===== src/rtl/hazard_scoreboard.sv =====
// Decode-stage hazard scoreboard: tracks in-flight register writes, stalls on RAW hazards,
// inserts bubbles on stall/flush and drains the pipeline after HALT.
module hazard_scoreboard #(
    parameter int unsigned DEPTH     = 3,
    parameter int unsigned WB_BYPASS = 1
) (
    input  logic        clk,
    input  logic        rst,
    input  logic        idValid,
    input  logic        useRs,
    input  logic        useRt,
    input  logic [2:0]  read1Sel,
    input  logic [2:0]  read2Sel,
    input  logic        regWrt,
    input  logic [2:0]  writeReg,
    input  logic        idHalt,
    input  logic        flush,
    output logic        stall,
    output logic        bubble,
    output logic        haltDone,
    output logic [15:0] stallCnt,
    output logic        err
);

    // With bypass the register file forwards the WB write, so the last slot is never a hazard.
    localparam int unsigned NumChecked = (WB_BYPASS != 0) ? DEPTH - 1 : DEPTH;

    typedef enum logic [1:0] {
        StRun    = 2'd0,
        StDrain  = 2'd1,
        StHalted = 2'd2,
        StBad    = 2'd3
    } state_e;

    state_e           stateQ;
    logic [2:0]       drainCntQ;
    logic [15:0]      stallCntQ;
    logic             haltDoneQ;
    logic [DEPTH-1:0] slotVQ;
    logic [2:0]       slotDstQ [DEPTH];

    logic isRun;
    logic hz;
    logic advance;
    logic slot0V;

    assign isRun = (stateQ == StRun);

    always_comb begin
        hz = 1'b0;
        for (int i = 0; i < int'(NumChecked); i++) begin
            if (slotVQ[i] && ((useRs && (slotDstQ[i] == read1Sel)) ||
                              (useRt && (slotDstQ[i] == read2Sel)))) begin
                hz = 1'b1;
            end
        end
        hz = hz & idValid & isRun & ~flush;
    end

    assign advance = idValid & isRun & ~hz & ~flush;
    // HALT enters the pipeline as a non-writing entry.
    assign slot0V  = advance & regWrt & ~idHalt;

    always_ff @(posedge clk or negedge rst) begin
        if (!rst) begin
            slotVQ <= '0;
            for (int i = 0; i < int'(DEPTH); i++) begin
                slotDstQ[i] <= 3'd0;
            end
        end else begin
            slotVQ      <= {slotVQ[DEPTH-2:0], slot0V};
            slotDstQ[0] <= advance ? writeReg : 3'd0;
            for (int i = 1; i < int'(DEPTH); i++) begin
                slotDstQ[i] <= slotDstQ[i-1];
            end
        end
    end

    always_ff @(posedge clk or negedge rst) begin
        if (!rst) begin
            stateQ    <= StRun;
            drainCntQ <= 3'd0;
            stallCntQ <= 16'd0;
            haltDoneQ <= 1'b0;
        end else begin
            if (hz && (stallCntQ != 16'hFFFF)) begin
                stallCntQ <= stallCntQ + 16'd1;
            end
            case (stateQ)
                StRun: begin
                    if (advance && idHalt) begin
                        stateQ    <= StDrain;
                        drainCntQ <= 3'(DEPTH);
                    end
                end
                StDrain: begin
                    drainCntQ <= drainCntQ - 3'd1;
                    if (drainCntQ <= 3'd1) begin
                        stateQ    <= StHalted;
                        haltDoneQ <= 1'b1;
                    end
                end
                StHalted: begin
                    haltDoneQ <= 1'b1;
                end
                default: begin
                    stateQ    <= StHalted;
                    haltDoneQ <= 1'b1;
                end
            endcase
        end
    end

    assign stall    = isRun ? hz : 1'b1;
    assign bubble   = isRun ? (hz | flush) : 1'b1;
    assign haltDone = haltDoneQ;
    assign stallCnt = stallCntQ;
    assign err      = (stateQ == StBad);

endmodule


===== config.mk =====
export PLATFORM = sky130hd
export DESIGN_NAME = hazard_scoreboard
export DESIGN_NICKNAME = d
export VERILOG_FILES = /design/src/rtl/hazard_scoreboard.sv
export SDC_FILE = /design/constraint.sdc
export NUM_CORES = 1
export LEC_CHECK = 0
export BUFFER_PORTS_ARGS = -buffer_cell sky130_fd_sc_hd__buf_4
export CAP_MARGIN = 20
export CORE_AREA = 2 2 62 64
export CTS_CLUSTER_SIZE = 28
export DETAILED_ROUTE_END_ITERATION = 8
export DIE_AREA = 0 0 64 66
export PLACE_DENSITY = 0.75
export SLEW_MARGIN = 0
export SYNTH_ARGS = -nofsm -noshare
export SYNTH_HDL_FRONTEND = slang
export SYNTH_SLANG_ARGS = --single-unit

===== constraint.sdc =====
create_clock -name clk -period 2.05 [get_ports clk]
set_input_delay 0.205 -clock clk [delete_from_list [all_inputs] [get_ports clk]]
set_output_delay 0.205 -clock clk [all_outputs]
set_load 0.005 [all_outputs]

==> results of run 1 <==
==> synth_stat cells, types with 3 or more instances <==
| cell type | instances |
|---|---|
| dfrtp_1 | 30 |
| xnor2_1 | 25 |
| nand4_1 | 16 |
| nand2_1 | 12 |
| and2_1 | 5 |
| and3_1 | 5 |
| nand3_1 | 5 |
| nor2_1 | 4 |
| a211o_1 | 3 |
| a21oi_1 | 3 |
| ha_1 | 3 |
| mux2_2 | 3 |
==> area by class of cell <==
cell class,count,area (um2),area share
Multi-Input combinational cell,105,782,0.400
Clock buffer,7,45.0,0.0230
Timing Repair Buffer,41,310,0.159
Tap cell,48,60.1,0.0307
Sequential cell,30,751,0.384
Inverter,2,7.51,0.00384
==> final timing paths <==
path / cells after the start / start / to
max: 6 / slotDstQ[6]$_DFF_PN0_ / stall
min in group asynchronous: 2 / rst / stallCnt[1]$_DFFE_PN0P_
min reg2reg: 0 / slotDstQ[8]$_DFF_PN0_ / slotDstQ[5]$_DFF_PN0_
min: 2 / idHalt / slotVQ[0]$_DFF_PN0_
max in group asynchronous: 2 / rst / slotVQ[1]$_DFF_PN0_
max reg2reg: 6 / stallCnt[0]$_DFFE_PN0P_ / stallCnt[1]$_DFFE_PN0P_
==> repair_timing <==
item,4_1_cts,5_1_grt
resized for setup,2,2
buffers inserted,0,2
setup endpoints to repair,1,2
hold endpoints to repair,30,0
pin swaps,1,7
hold buffers,1,0
==> sequential cells by signal, summed over array words and instances (netlist names) <==
signal,count
haltDone,1
drainCntQ,3
slotVQ,2
slotDstQ,6
stallCnt,16
stateQ,2
==> power groups by stage <==
| stage | Sequential (mW) | Combinational [mW] | Clock (mW) |
|---|---|---|---|
| after floorplan | 0.697 | 0.165 | 0 |
| after global placement | 0.705 | 0.253 | 0 |
| after detailed placement | 0.710 | 0.264 | 0 |
| after CTS | 0.700 | 0.266 | 0.328 |
| after global routing | 0.710 | 0.299 | 0.353 |
| final | 0.699 | 0.266 | 0.313 |
==> layer usage <==
layer | vias to the layer above | global-route usage
met5 | - | 0
met4 | 0 | 0.0761
met3 | 9 | 0.0528
met2 | 38 | 0.292
met1 | 605 | 0.192
li1 | 596 | -
==> per-stage QoR <==
step,util,power [mW],setup TNS [ps]
6_report,0.551,1.28,0
5_1_grt,0.551,1.36,-3.77
4_1_cts,0.543,1.29,0
3_5_place_dp,0.525,0.974,0
3_3_place_gp,0.525,0.958,0
2_1_floorplan,-,0.862,0
==> kinds of logic (layout without fill, tap and decap cells) <==
logic type | Yosys count | in the layout | synth area share
AO/OA/AOI/OAI | 11 | 11 | 0.0557
XOR/XNOR | 27 | 27 | 0.155
adder cells (fa/ha/maj) | 3 | 3 | 0.0246
buffers and inverters | 4 | 50 | 0.0107
flip-flops | 30 | 30 | 0.492
multiplexers | 3 | 3 | 0.0221
AND/OR/NAND/NOR | 61 | 61 | 0.240
==> flow_metrics.tcl, run 1 <==
set metrics [dict create \
    drt_wl_total_um 3290 \
    final_cell_mix "40 x buf_4, 30 x dfrtp_1, 24 x xnor2_1" \
    synth_flop_cell "dfrtp_1" \
    nFillCells 326 \
    synth-seq-area-share 0.492 \
    critPathTopFamily "compound AO/OA/AOI/OAI gates" \
    power_density_nw_per_um2 653 \
    power_frac_clock 0.245 \
    antenna_found_initial 0 \
    yosysTopAreaCell "dfrtp_1" \
    port_buffers 36 \
    met1_length_um 1420 \
    avgRoutedWirePerCell_um 14.1 \
    wl_met3_um 186 \
    p_int_mw 0.918 \
    worstPathArrival_ps 1770 \
    worst_pin_slew_ps 386 \
    die_area_um2 4220 \
    routed.top_layer "met4" \
    seqPwrFrac 0.547 \
    clock.fmax_ghz 0.507 \
    area_growth_pct 28.1 \
    fp.coreArea_um2 3550 \
    grt_pass1_wl_um 5400 \
    drtIter0Drc 48 \
    synthArstFlopShare 1.00 \
    clk_pin_slew_worst_paths_ps 80 \
    path_buf_inv 1 \
    fp.dieH_um 66 \
    grt_max_degree 31 \
    grt_usage 0.169 \
    final_common_cell "buf_4" \
    p_switching_mw 0.360 \
    syn_area_um2 1530 \
    fin_cells 233 \
    cts_tree "yes" \
    synth_cell_type_count 32 \
    crit_path_top_delay_cell "dfrtp_1" \
    ant_nets 0 \
    cts-root-buf "clkbuf_4" \
    cp-end-kind "output port" \
    core.rowCount 22 \
    ys_ff_latch 30 \
    slew_violations 0 \
    regToRegSetupSlack_ps 160 \
    fin_area_um2 1960 \
    path_max_fanout 5 \
    critPathKind "register to output port" \
    skew_ps 5.39 \
    yosysWarnings 0 \
    hold_slack_ps 69.5 \
    cts_buffers 5 \
    setup_ws_ps 78.2 \
    synth_top_area_share 0.492 \
    nNetsFinal 205 \
    pin_count 37 \
    p_leak_nw 0.893 \
    finalCritPeriodShare 0.962 \
    power_frac_comb 0.208 \
    routed_via_density 5.36 \
    place_ws_ps 140 \
    dp_hpwl_um 2390 \
    gp_congestion 0.823 \
    period_needed_ps 1970 \
    die_w_um 64 \
    first_global_vias 1210 \
    dp.cells 223 \
    synth.net_count 159 \
    peakVddDrop_mv 0.375 \
    slowest_delay_ps 420 \
    final-setup-viol-count 0 \
    dr_total_vias 1248 \
    avgSynthCellArea_um2 11.0 \
    cts.sink_count 30 \
    hold_viol_final 0 \
    clkLatencyLatePin_ps 320 \
    hold_class "primary input to register" \
    met2_wirelength_um 1610 \
    start_kind "register" \
    overflow 0 \
    syn_inst 139 \
    dpl_cell_area_um2 1860 \
    drv_cap 0 \
    drive_gt1_frac 0.303 \
    synth_edf_count 0 \
    start_util 0.430 \
    diodes 0 \
    yosys-top-cells-area "dfrtp_1 49%, xnor2_1 14%, nand4_1 6.6%, nand2_1 3.0%, ha_1 2.5%" \
    sw_frac_of_total 0.282 \
    relSlewSlack 0.742 \
    crit_chain "xnor2_1, nand4_1, nand2_1, a22o_4, a211o_1, buf_4" \
    first_pass_iters 4 \
    outcome "completed" \
    remaining_drc_errors 0 \
    clockBufferDepth 2 \
    htree_levels 2 \
    critical_path_required_ps 1850 \
]
Power figures use the tool's default switching activity.
==> run 2: changes to the inputs <==
- ABC_AREA: not set -> 1
- CORE_AREA: 2 2 62 64 -> 2 2 66 68
- DIE_AREA: 0 0 64 66 -> 0 0 68 70
==> run 2 against run 1 <==
Utilization shrank 1.4 points. Synthesized cell count grew 71%. Final cell count grew 43%.
==> flow_metrics.tcl, run 2 <==
set metrics [dict create \
    diodes 0 \
    outcome "completed" \
    synthTopCellsByCount "86 x nand2_1, 30 x dfrtp_1, 30 x inv_1, 21 x nor2_1, 12 x nand3_1" \
    critical_path_required_ps 1850 \
    die_w_um 68 \
    final_common_cell "nand2_1" \
    hold_path_end "slotVQ[0]$_DFF_PN0_" \
    setup_ws_ps 292 \
    synthAdderAreaFrac 0.0211 \
    syn_area_um2 1780 \
    crit_chain "inv_2, nand2_1, nand2_1, nor2_1, nand2_1, nand2_1, nand2_1, nand2_2, nand3_1, nand3_1, buf_4" \
    worstPathArrival_ps 1550 \
    power_frac_comb 0.050 \
    met1_length_um 1640 \
    final-setup-viol-count 0 \
    path_max_fanout 4 \
    peakVddDrop_mv 0.494 \
    avgRoutedWirePerCell_um 10.4 \
    synth_top_area_share 0.422 \
    dr_total_vias 1510 \
    drive_gt1_frac 0.238 \
    port_buffers 36 \
    synth.net_count 258 \
    antenna_found_initial 0 \
    cts_tree "yes" \
    regToRegSetupSlack_ps 340 \
    slew_violations 0 \
    fin_tns_setup_ps 0 \
    drt_wl_total_um 3470 \
    grt_pass1_wl_um 5990 \
    worst_pin_slew_ps 409 \
    fp.dieH_um 70 \
    critPathKind "register to output port" \
    synth_compound_area_frac 0.0422 \
    grt_max_degree 31 \
    fp.coreArea_um2 4140 \
    cts_resized 0 \
    synth_flop_cell "dfrtp_1" \
    pin_count 37 \
    synth_edf_count 0 \
    met2_wirelength_um 1600 \
    synth-xor-area-share 0.0640 \
    start_kind "register" \
    r2r-start "stallCnt[0]$_DFFE_PN0P_" \
    rsz0062_at_grt "false" \
    power_frac_clock 0.480 \
    gp_congestion 0.835 \
    synthMostInstantiatedCell "nand2_1" \
    routed_via_density 4.52 \
    first_global_vias 1429 \
    yosysWarnings 0 \
    synth-seq-area-share 0.422 \
    first_pass_iters 4 \
    cpMostUsedCell "nand2_1" \
    die_area_um2 4760 \
    avgSynthCellArea_um2 7.47 \
    synth_top_family_by_area "simple AND/OR/NAND/NOR gates" \
    final_cell_mix "86 x nand2_1, 38 x buf_4, 30 x inv_1, 30 x dfrtp_1, 21 x nor2_1" \
    place_ws_ps 365 \
    crit_path_top_delay_cell "dfrtp_1" \
    cts_buffers 5 \
    ys_ff_latch 30 \
    clockBufferDepth 2 \
    synth_cell_type_count 27 \
    largest_reg_flops 16 \
    hp-start "idHalt" \
    clock.fmax_ghz 0.569 \
    overflow 0 \
    start_util 0.429 \
    cts_hold_buf 1 \
    skew_ps 7.24 \
    muxShareOfSynthArea 0 \
    p_switching_mw 0.250 \
    cts-root-buf "clkbuf_8" \
    sw_frac_of_total 0.198 \
    routed.top_layer "met4" \
    clkLatencyLatePin_ps 290 \
    ant_nets 0 \
    cts.sink_count 30 \
    synth_simple_gate_area_share 0.356 \
    finalCritPeriodShare 0.857 \
    wl_met3_um 149 \
    power_density_nw_per_um2 567 \
    nNetsFinal 302 \
    p_int_mw 1.01 \
    core.rowCount 24 \
    relSlewSlack 0.726 \
    slowest_delay_ps 400 \
    htree_levels 2 \
    yosysTopAreaCell "dfrtp_1" \
    drv_cap 0 \
    dp_hpwl_um 2670 \
    r2r-end "stallCnt[3]$_DFFE_PN0P_" \
    path_buf_inv 2 \
    r2r_cells 11 \
    seqPwrFrac 0.470 \
    grt_usage 0.166 \
    whs_path_depth 2 \
    syn_inst 238 \
    critPathTopFamily "simple AND/OR/NAND/NOR gates" \
    area_growth_pct 25.1 \
    clk_pin_slew_worst_paths_ps 60 \
    remaining_drc_errors 0 \
    period_needed_ps 1760 \
    p_leak_nw 1.14 \
    post-cts-setup-buffers 0 \
    yosys-top-cells-area "dfrtp_1 42%, nand2_1 18%, inv_1 6.3%, nor2_1 4.4%, xnor2_1 3.4%" \
    hold_class "primary input to register" \
    hold_viol_final 0 \
    cp-end-kind "output port" \
    synthArstFlopShare 1.00 \
    drtIter0Drc 37 \
]
-- run 2: changes by cell type after synthesis, sizes merged, moves of 9 or more --
cell	before	now
inv	2	37
nand2	13	89
nand3	5	14
nand4	16	5
nor2	4	23
o21ai	0	10
xnor2	25	7
-- run 2: per-stage QoR --
step	total power, mW	hold slack (ps)	util	instance area [um2]	instances
6_report	1.26	85.6	0.537	2220	334
5_1_grt	1.31	77.9	0.537	2220	334
4_1_cts	1.27	84.2	0.537	2220	334
3_5_place_dp	0.667	157	0.507	2100	326
3_3_place_gp	0.666	153	0.507	2100	326
2_1_floorplan	0.624	-90.6	-	1780	238
-- run 2: cells by family after synthesis --
logic type | Yosys count
and+or+nand+nor | 141
DFF | 30
adders and majority gates | 3
buffers and inverters | 39
xor gates and xnor gates | 13
AOI/OAI and AO/OA | 12
-- run 2: power by group through the flow --
stage / Sequential [mW] / Combinational, mW / Clock [mW]
after floorplan: 0.603 / 0.0210 / 0
after global placement: 0.603 / 0.0633 / 0
after detailed placement: 0.603 / 0.0638 / 0
after CTS: 0.592 / 0.0655 / 0.617
after global routing: 0.592 / 0.0736 / 0.643
final: 0.592 / 0.0633 / 0.605
-- run 2: area by class of cell --
| cell class | count | area (um2) |
|---|---|---|
| Sequential cell | 30 | 751 |
| Inverter | 37 | 141 |
| Fill cell | 407 | 1920 |
| Clock buffer | 6 | 82.6 |
| Timing Repair Buffer | 39 | 295 |
| Clock inverter | 1 | 30.0 |
| Tap cell | 52 | 65.1 |
| Multi-Input combinational cell | 169 | 860 |
-- run 2: how the worst max path moves through the flow --
stage / cells past startpoint / slack (ps) / end / start
finish: 11 / 290 / stall / slotDstQ[6]$_DFF_PN0_
global placement: 11 / 400 / stallCnt[3]$_DFFE_PN0P_ / stallCnt[0]$_DFFE_PN0P_
floorplan: 11 / 460 / stallCnt[2]$_DFFE_PN0P_ / stallCnt[0]$_DFFE_PN0P_
CTS: 10 / 260 / stall / slotDstQ[6]$_DFF_PN0_
global route: 11 / 70 / stall / slotDstQ[6]$_DFF_PN0_
detailed placement: 11 / 360 / stallCnt[3]$_DFFE_PN0P_ / stallCnt[0]$_DFFE_PN0P_
-- run 2: layer usage --
| layer | global-route usage | vias to the layer above |
|---|---|---|
| li1 | - | 816 |
| met4 | 0.0733 | 0 |
| met3 | 0.0403 | 6 |
| met1 | 0.222 | 661 |
| met5 | 0 | - |
| met2 | 0.252 | 27 |
